==> config.mk <==
export PLATFORM = sky130hd
export DESIGN_NAME = ex_muldiv
export DESIGN_NICKNAME = d
export VERILOG_FILES = /design/src/rtl/ex_muldiv.sv
export SDC_FILE = /design/constraint.sdc
export NUM_CORES = 1
export LEC_CHECK = 0
export ABC_AREA = 1
export CAP_MARGIN = 20
export CORE_ASPECT_RATIO = 1.1
export CORE_MARGIN = 8
export CORE_UTILIZATION = 35
export CTS_CLUSTER_SIZE = 8
export DETAILED_ROUTE_END_ITERATION = 6
export GPL_ROUTABILITY_DRIVEN = 0
export PLACE_DENSITY = 0.55
export SKIP_CTS_REPAIR_TIMING = 1
export SLEW_MARGIN = 5
export SYNTH_ARGS = -nofsm -noshare
export SYNTH_HDL_FRONTEND = slang
export SYNTH_SLANG_ARGS = --single-unit
==> constraint.sdc <==
create_clock -name clk -period 3.6 [get_ports clk]
set_input_delay 0.54 -clock clk [delete_from_list [all_inputs] [get_ports clk]]
set_output_delay 0.54 -clock clk [all_outputs]
set_load 0.03 [all_outputs]
==> src/rtl/ex_muldiv.sv <==
`timescale 1ns/1ps
// ex_muldiv: multi-cycle RV32M multiply/divide unit for the EX stage.
// Signed operands are reduced to magnitudes, an unsigned shift-add multiplier
// or restoring divider retires UNROLL bits per cycle, and the result is
// conditionally negated on the final cycle.
// Ports:
//   clk, rst (sync, active-low)  clock / reset
//   flush                        abandon current or offered operation
//   start, op, rs1, rs2, rd_in   operation offer (op = funct3)
//   busy                         registered, high while iterating
//   ex_stall                     combinational pipeline hold
//   done, result, rd_out         registered one-cycle completion
module ex_muldiv #(
  parameter int XLEN   = 32,
  parameter int UNROLL = 1,
  parameter int RAW    = 5
) (
  input  logic            clk,
  input  logic            rst,
  input  logic            flush,
  input  logic            start,
  input  logic [2:0]      op,
  input  logic [XLEN-1:0] rs1,
  input  logic [XLEN-1:0] rs2,
  input  logic [RAW-1:0]  rd_in,
  output logic            busy,
  output logic            ex_stall,
  output logic            done,
  output logic [XLEN-1:0] result,
  output logic [RAW-1:0]  rd_out
);

  localparam int N  = XLEN / UNROLL;
  localparam int CW = $clog2(N + 1);
  localparam logic [1:0] S_IDLE = 2'd0;
  localparam logic [1:0] S_CALC = 2'd1;
  localparam logic [1:0] S_DONE = 2'd2;
  localparam logic [XLEN-1:0] MIN_NEG = {1'b1, {(XLEN-1){1'b0}}};

  logic [1:0]        state;
  logic [CW-1:0]     cnt;
  logic [2:0]        op_q;
  logic [RAW-1:0]    rd_q;
  logic              neg_q;
  // mul: addend |A|; div: divisor |B|
  logic [XLEN-1:0]   opnd;
  // mul: {partial product high, multiplier}; div: {remainder, dividend/quotient}
  logic [2*XLEN-1:0] acc, acc_nxt;

  // ---- operand preparation ----
  logic            a_sgn, b_sgn, a_neg, b_neg, div_zero, div_ovf, fast, neg_in;
  logic [XLEN-1:0] a_mag, b_mag, fast_res;

  assign a_sgn    = op[2] ? ~op[0] : (op[1:0] != 2'b11);
  assign b_sgn    = op[2] ? ~op[0] : ~op[1];
  assign a_neg    = a_sgn & rs1[XLEN-1];
  assign b_neg    = b_sgn & rs2[XLEN-1];
  assign a_mag    = a_neg ? -rs1 : rs1;
  assign b_mag    = b_neg ? -rs2 : rs2;
  assign div_zero = op[2] & (rs2 == '0);
  assign div_ovf  = op[2] & ~op[0] & (rs1 == MIN_NEG) & (&rs2);
  assign fast     = div_zero | div_ovf;
  // op[1] selects remainder for the divide ops
  assign fast_res = op[1] ? (div_zero ? rs1 : '0) : (div_zero ? '1 : rs1);
  // remainder takes the dividend sign; product and quotient take the XOR
  assign neg_in   = (op[2] & op[1]) ? a_neg : (a_neg ^ b_neg);

  assign ex_stall = rst & ((state == S_CALC) | (start & ~flush));

  // ---- iteration datapath ----
  logic [XLEN:0] rem_sh, sum;

  always_comb begin
    acc_nxt = acc;
    rem_sh  = '0;
    sum     = '0;
    for (int i = 0; i < UNROLL; i++) begin
      if (op_q[2]) begin
        rem_sh = {acc_nxt[2*XLEN-1:XLEN], acc_nxt[XLEN-1]};
        acc_nxt[XLEN-1:0] = {acc_nxt[XLEN-2:0], 1'b0};
        if (rem_sh >= {1'b0, opnd}) begin
          rem_sh     = rem_sh - {1'b0, opnd};
          acc_nxt[0] = 1'b1;
        end
        acc_nxt[2*XLEN-1:XLEN] = rem_sh[XLEN-1:0];
      end else begin
        sum     = {1'b0, acc_nxt[2*XLEN-1:XLEN]} + (acc_nxt[0] ? {1'b0, opnd} : '0);
        acc_nxt = {sum, acc_nxt[XLEN-1:1]};
      end
    end
  end

  // ---- final sign fix-up and result select ----
  logic [2*XLEN-1:0] prod;
  logic [XLEN-1:0]   dsel, dres, fin;

  assign prod = neg_q ? -acc_nxt : acc_nxt;
  assign dsel = op_q[1] ? acc_nxt[2*XLEN-1:XLEN] : acc_nxt[XLEN-1:0];
  assign dres = neg_q ? -dsel : dsel;
  assign fin  = op_q[2] ? dres :
                (op_q[1:0] == 2'b00) ? prod[XLEN-1:0] : prod[2*XLEN-1:XLEN];

  always_ff @(posedge clk) begin
    if (!rst) begin
      state  <= S_IDLE;
      cnt    <= '0;
      busy   <= 1'b0;
      done   <= 1'b0;
      result <= '0;
      rd_out <= '0;
      op_q   <= '0;
      rd_q   <= '0;
      neg_q  <= 1'b0;
      opnd   <= '0;
      acc    <= '0;
    end else begin
      done <= 1'b0;
      if (flush) begin
        state <= S_IDLE;
        busy  <= 1'b0;
      end else if (state == S_CALC) begin
        acc <= acc_nxt;
        cnt <= cnt - CW'(1);
        if (cnt == CW'(1)) begin
          result <= fin;
          rd_out <= rd_q;
          done   <= 1'b1;
          busy   <= 1'b0;
          state  <= S_DONE;
        end
      end else if (start) begin
        op_q  <= op;
        rd_q  <= rd_in;
        neg_q <= neg_in;
        if (fast) begin
          result <= fast_res;
          rd_out <= rd_in;
          done   <= 1'b1;
          state  <= S_DONE;
        end else begin
          opnd  <= op[2] ? b_mag : a_mag;
          acc   <= {{XLEN{1'b0}}, (op[2] ? a_mag : b_mag)};
          cnt   <= CW'(N);
          busy  <= 1'b1;
          state <= S_CALC;
        end
      end else begin
        state <= S_IDLE;
      end
    end
  end

endmodule

* After elaboration in Yosys (flattened, before gate mapping) *
Index checks and enable logic that the tools add are counted.

cells by class
  add/sub/neg operators = 7
  multipliers = 0
  divide/modulo/power cells = 0
  $lt $le $gt $ge = 1
  eq/ne operators = 6
  shift-type cells = 0
  mux-type cells = 45
  bitwise gates (word level) = 18
  reduce and logical (&&, ||, !) cells = 11

operators with widths
  operator                                                            number
  32-bit 2-to-1 mux                                                   17
  64-bit 2-to-1 mux                                                   5
  32-bit negator                                                      3
  64-bit negator                                                      1
  32-bit by 32-bit adder with 33-bit output                           1
  33-bit by 32-bit greater-or-equal comparator with 1-bit output      1
  32-bit == test, second input constant                               1
  32-bit logical NOT                                                  1
  32-bit AND reduction                                                1
  32-bit subtractor                                                   1
  5-bit 2-to-1 mux                                                    4
  6-bit 2-to-1 mux                                                    3
  1-bit 2-to-1 mux                                                    12
  1-bit bitwise AND                                                   9
  3-bit AND reduction                                                 3
  2-bit 2-to-1 mux                                                    4
  4-bit AND reduction                                                 2
  6-bit by 1-bit == test with 1-bit output, second input constant     1
  1-bit NOT                                                           6
  6-bit by 1-bit subtractor with 6-bit output, second input constant  1
  2-bit by 1-bit != test with 1-bit output, second input constant     2
  2-bit nonzero test                                                  2
  2-bit by 1-bit == test with 1-bit output, second input constant     1
  2-bit logical NOT                                                   1
  other kinds (4)                                                     5

storage, ports and cells
  bits in registers = 152
  latch bits = 0
  bits in writable memories = 0
  ROM bits = 0
  input bits = 76
  output and inout port bits = 40
  logic and storage cells = 99
  memories = 0

* Logic depth before layout (Yosys ltp) *
  depth in word-level cells = 9
  depth in mapped cells = 36
  depth with buffers taken out = 34

* Worst setup path after synthesis *
Ideal clock, no wire load.

  path kind = register -> register
  start point = reg opnd[2]
  end point = reg result[24]
  library setup time = 70 ps
  arrival time = 3598 ps
  required time = 3530 ps
  setup slack = -68 ps
  cell stages (with the launch flop) = 34
  buffers on the path = 2
  path through = dfxtp_1 > inv_1 > ha_1 > buf_2 > nand2_2 > nand2_2 > nand2_1 > nand2_1 > nand2_1 > nand3_2 > nand2_2 > nand2_2 > nand2_4 > buf_8 > nand3_4 > o21ai_4 > ha_1 > nand3_2 > nor2_2 > nand4_1 > nor3_2 > nand3_1 > nor2_1 > nand3_1 > nor2_1 > nand2_2 > nor2_4 > nand3b_1 > nand2_1 > xor2_1 > nand2_1 > nand2_1 > nand3_1 > a21oi_1

between the ends
  word-level cells in the longest chain between the ends = 9
  elaborated cells between the ends (all ways) = 16

ends and longest elaborated chain
  item                                                                     RTL line  RTL
  from (decl)                                                              46        logic [XLEN-1:0] opnd;
  from (signal assigned)                                                   141       opnd <= op[2] ? b_mag : a_mag;
  32-bit 2-to-1 mux, or another cell as far along                          87        sum = {1'b0, acc_nxt[2*XLEN-1:XLEN]} + (acc_nxt[0] ? {1'b0, opnd} : '0);
  32-bit by 32-bit adder with 33-bit output, or another cell as far along  87
  64-bit 2-to-1 mux *                                                      78        if (op_q[2]) begin
  64-bit negator / 32-bit 2-to-1 mux (equally long branches)               97, 98
  64-bit 2-to-1 mux / 32-bit negator (equally long branches)               97, 99
  32-bit 2-to-1 mux, on equally long branches                              101, 99
  32-bit 2-to-1 mux *                                                      100       assign fin = op_q[2] ? dres :
  32-bit 2-to-1 mux *                                                      124       if (cnt == CW'(1)) begin
  32-bit 2-to-1 mux *                                                      121       end else if (state == S_CALC) begin
  to (signal assigned)                                                     125       result <= fin;
  to (signal assigned)                                                     136       result <= fast_res;
  to (decl)                                                                29        output logic [XLEN-1:0] result,

Every way passes the cells marked *; elsewhere a longest branch is shown, timed or not. The select of a mux whose other input is x is not followed.
A chain may end at the register's enable or synchronous reset.

* Worst setup path in the final report *
  start point = reg acc[55]
  end point = reg result[24]

between the ends
  word-level cells in the longest chain between the ends = 9
  elaborated cells between the ends (all ways) = 15

ends and longest elaborated chain
  item                                                                                                        RTL line  RTL
  from (decl)                                                                                                 48        logic [2*XLEN-1:0] acc, acc_nxt;
  from (signal assigned)                                                                                      122       acc <= acc_nxt;
  from (signal assigned)                                                                                      142       acc <= {{XLEN{1'b0}}, (op[2] ? a_mag : b_mag)};
  32-bit subtractor / 33-bit by 32-bit greater-or-equal comparator with 1-bit output (equally long branches)  82, 81
  32-bit 2-to-1 mux / 1-bit 2-to-1 mux (equally long branches)                                                81        if (rem_sh >= {1'b0, opnd}) begin
  64-bit 2-to-1 mux *                                                                                         78
  64-bit negator / 32-bit 2-to-1 mux (equally long branches)                                                  97, 98
  64-bit 2-to-1 mux / 32-bit negator (equally long branches)                                                  97, 99
  32-bit 2-to-1 mux, on equally long branches                                                                 101, 99
  32-bit 2-to-1 mux *                                                                                         100
  32-bit 2-to-1 mux *                                                                                         124
  32-bit 2-to-1 mux *                                                                                         121

Marks and branches as above.

==> flow_metrics.tcl <==
set metrics [dict create \
    finClkSkew_ns 0.0227 \
    clkTransAtPathRegs_ns 0.08 \
    switching_share_pct 43.9 \
    nets 4210 \
    antenna_found_initial 0 \
    viasPerCell 5.29 \
    yosysSeqAreaShare_pct 15.8 \
    crit_path_frequent_cell "nand2_1" \
    portBuffers 115 \
    rrSetupSlack_ns -0.35 \
    status "complete, but fails checks" \
    rr_worst_depth 26 \
    routedWlPerCell_um 20.2 \
    postSynthAreaPerCell_um2 5.60 \
    power_switching_mw 3.38 \
    n_antenna_cell 0 \
    die_h_um 262 \
    finalSetupViolCount 31 \
    synthTopCellsByArea "nand2_1 20%, dfxtp_1 16%, inv_1 8.4%" \
    cpPeakStageDelay_ns 0.43 \
    netlist.area_leader.share_pct 19.9 \
    ys_ff_latch 152 \
    critPathCaptureType "flip-flop" \
    seq_power_share_pct 23.6 \
    core_area_um2 54600 \
    start_kind "flip-flop" \
    synth_cells 3441 \
    first_pass_iters 6 \
    grt_overflow_total 0 \
    numClockSinks 152 \
    grtUsageTotal_pct 30.2 \
    slowest_stage "dfxtp_1" \
    internal_power_mw 4.33 \
    hold_viol_final 0 \
    clock_path_buffers 2 \
    cts_made_buffers 17 \
    rsz0062_at_grt "yes" \
    grt_max_degree 91 \
    fp-row-count 90 \
    ys_types 74 \
    maxCapViolCount 0 \
    start_util_pct 35.3 \
    period_minus_slack_ns 3.95 \
    htree_levels 4 \
    ir_worst_vdd_mv 0.318 \
    io-pin-count 116 \
    yosysTopAreaCell "nand2_1" \
    crit_fanout 4 \
    yosysWarningCount 0 \
    final_util_pct 50.2 \
    root_buffer "clkbuf_16" \
    synth_common_cells "1022 x nand2_1, 431 x inv_1, 313 x nor2_1" \
    combPwrFrac_pct 50.0 \
    grt_pass1_vias 23900 \
    cts_tree "yes" \
    crit-reg2reg-capture "result[24]$_SDFFE_PN0P_" \
    ant_nets 0 \
    slew_headroom_pct 26.9 \
    p_leak_nw 13.3 \
    arrival_ns 4.41 \
    violations "setup timing" \
    drive_gt1_share_pct 28.0 \
    area_growth_pct 42.2 \
    die_area_um2 62800 \
    die_w_um 240 \
    min_path_cells 3 \
    remaining_drc_errors 0 \
    min_from "rst" \
    dr.first_iter.drc_count 2545 \
    dp_hpwl_um 78800 \
    drv_slew 0 \
    clkPwrFrac_pct 26.5 \
    synth_edf_count 0 \
    syn_area_um2 19300 \
    whs_endpoint "neg_q$_SDFFE_PN0P_" \
    hp-class "primary input to flip-flop" \
    rr_startpoint "acc[55]$_SDFFE_PN0P_" \
    holdWs_ns 0.418 \
    worstPathRequired_ns 4.05 \
    fmax_mhz 253 \
    wl_um 97200 \
    clkLatencyLatePin_ns 0.52 \
    critPathKind "flip-flop to flip-flop" \
    period_share_pct 110 \
    setup_ws_ns -0.354 \
    grt_pass1_wl_um 143000 \
    worst_slew_pin_slew_ns 1.10 \
    vias 25500 \
    synth_nets 3590 \
    yosysMostFrequentCell "nand2_1" \
    synthArstFlopShare_pct 0 \
    synth_ff_type "dfxtp_1" \
    powerDensity_nw_per_um2 282 \
]
kinds of logic after synthesis:
| logic type | share of synthesized area, % |
|---|---|
| adders and majority gates | 4.82 |
| xor gates and xnor gates | 4.81 |
| and+or+nand+nor | 42.0 |
| DFF | 15.8 |
| AOI/OAI and AO/OA | 19.9 |
| buffers and inverters | 12.7 |
| muxes | 0.0520 |
cell usage in the layout, fill, tap and decap left out, types with 95 or more instances in the layout:
cell	Yosys	final
nand2_2	36	96
a21oi_1	240	224
dfxtp_1	152	95
nand2_1	1022	949
inv_1	431	399
o21ai_0	230	218
buf_4	4	620
clkdlybuf4s50_1	0	112
nand3_1	220	205
nor2_1	313	283
layout make-up:
| class | count | area, µm² |
|---|---|---|
| inverters | 466 | 1750 |
| repair buffers | 750 | 6050 |
| fillers | 5851 | 27200 |
| multi-input cells | 2674 | 14900 |
| well taps | 736 | 921 |
| flip-flops and latches | 152 | 3130 |
| clock buffers | 18 | 439 |
| clock inverters | 14 | 175 |
power by group through the flow:
stage / registers, mW / logic (mW) / clock network, mW
detailed placement: 1.85 / 3.56 / 0
global route: 1.83 / 4.14 / 2.11
global placement: 1.85 / 3.56 / 0
floorplan: 1.85 / 1.99 / 0
finish: 1.82 / 3.85 / 2.04
CTS: 1.81 / 3.58 / 2.05
per-layer routing:
layer  vias to the layer above  part of all wire (%)  global-route usage, %
li1                      12400                     -                      -
met1                     11700                    40                   35.2
met2                      1046                    47                   50.9
met3                       281                   6.1                   4.54
met4                         0                   7.5                   20.0
met5                         -                     0                      0
critical path, delay by kind of cell (launching register included):
kind | cells | cell delay [ns]
flops | 1 | 0.43
xor+xnor | 1 | 0.18
fa+ha+maj | 2 | 0.42
simple gates | 19 | 2.31
compound gates | 4 | 0.54
flip-flops by register name, indices dropped and copies added (netlist names), 2 cells and up:
signal,cells
opnd,32
op_q,3
cnt,6
acc,64
state,2
rd_q,5
result,32
rd_out,5
stage by stage:
| stage | setup WS, ns | instances | instance area, µm² | total power [mW] | setup TNS, ns |
|---|---|---|---|---|---|
| after floorplan | 0.000301 | 3441 | 19600 | 3.84 | 0 |
| after global placement | -0.503 | 4741 | 25600 | 5.41 | -10.20 |
| after detailed placement | -0.469 | 4742 | 25600 | 5.41 | -10.33 |
| after CTS | -0.515 | 4774 | 26200 | 7.44 | -8.99 |
| after global routing | -0.628 | 4810 | 27400 | 8.08 | -14.07 |
| final | -0.354 | 4810 | 27400 | 7.71 | -6.05 |
worst max path at each step:
stage,slack [ns],start,endpoint,cells past startpoint
2_1_floorplan,0.0003,opnd[17]$_SDFFE_PN0P_,result[24]$_SDFFE_PN0P_,30
6_report,-0.35,acc[55]$_SDFFE_PN0P_,result[24]$_SDFFE_PN0P_,26
3_3_place_gp,-0.50,opnd[14]$_SDFFE_PN0P_,result[14]$_SDFFE_PN0P_,27
5_1_grt,-0.63,opnd[13]$_SDFFE_PN0P_,result[24]$_SDFFE_PN0P_,29
3_5_place_dp,-0.47,opnd[18]$_SDFFE_PN0P_,result[14]$_SDFFE_PN0P_,26
4_1_cts,-0.52,opnd[18]$_SDFFE_PN0P_,result[14]$_SDFFE_PN0P_,26
No activity file was read; power rests on OpenSTA's default activity.
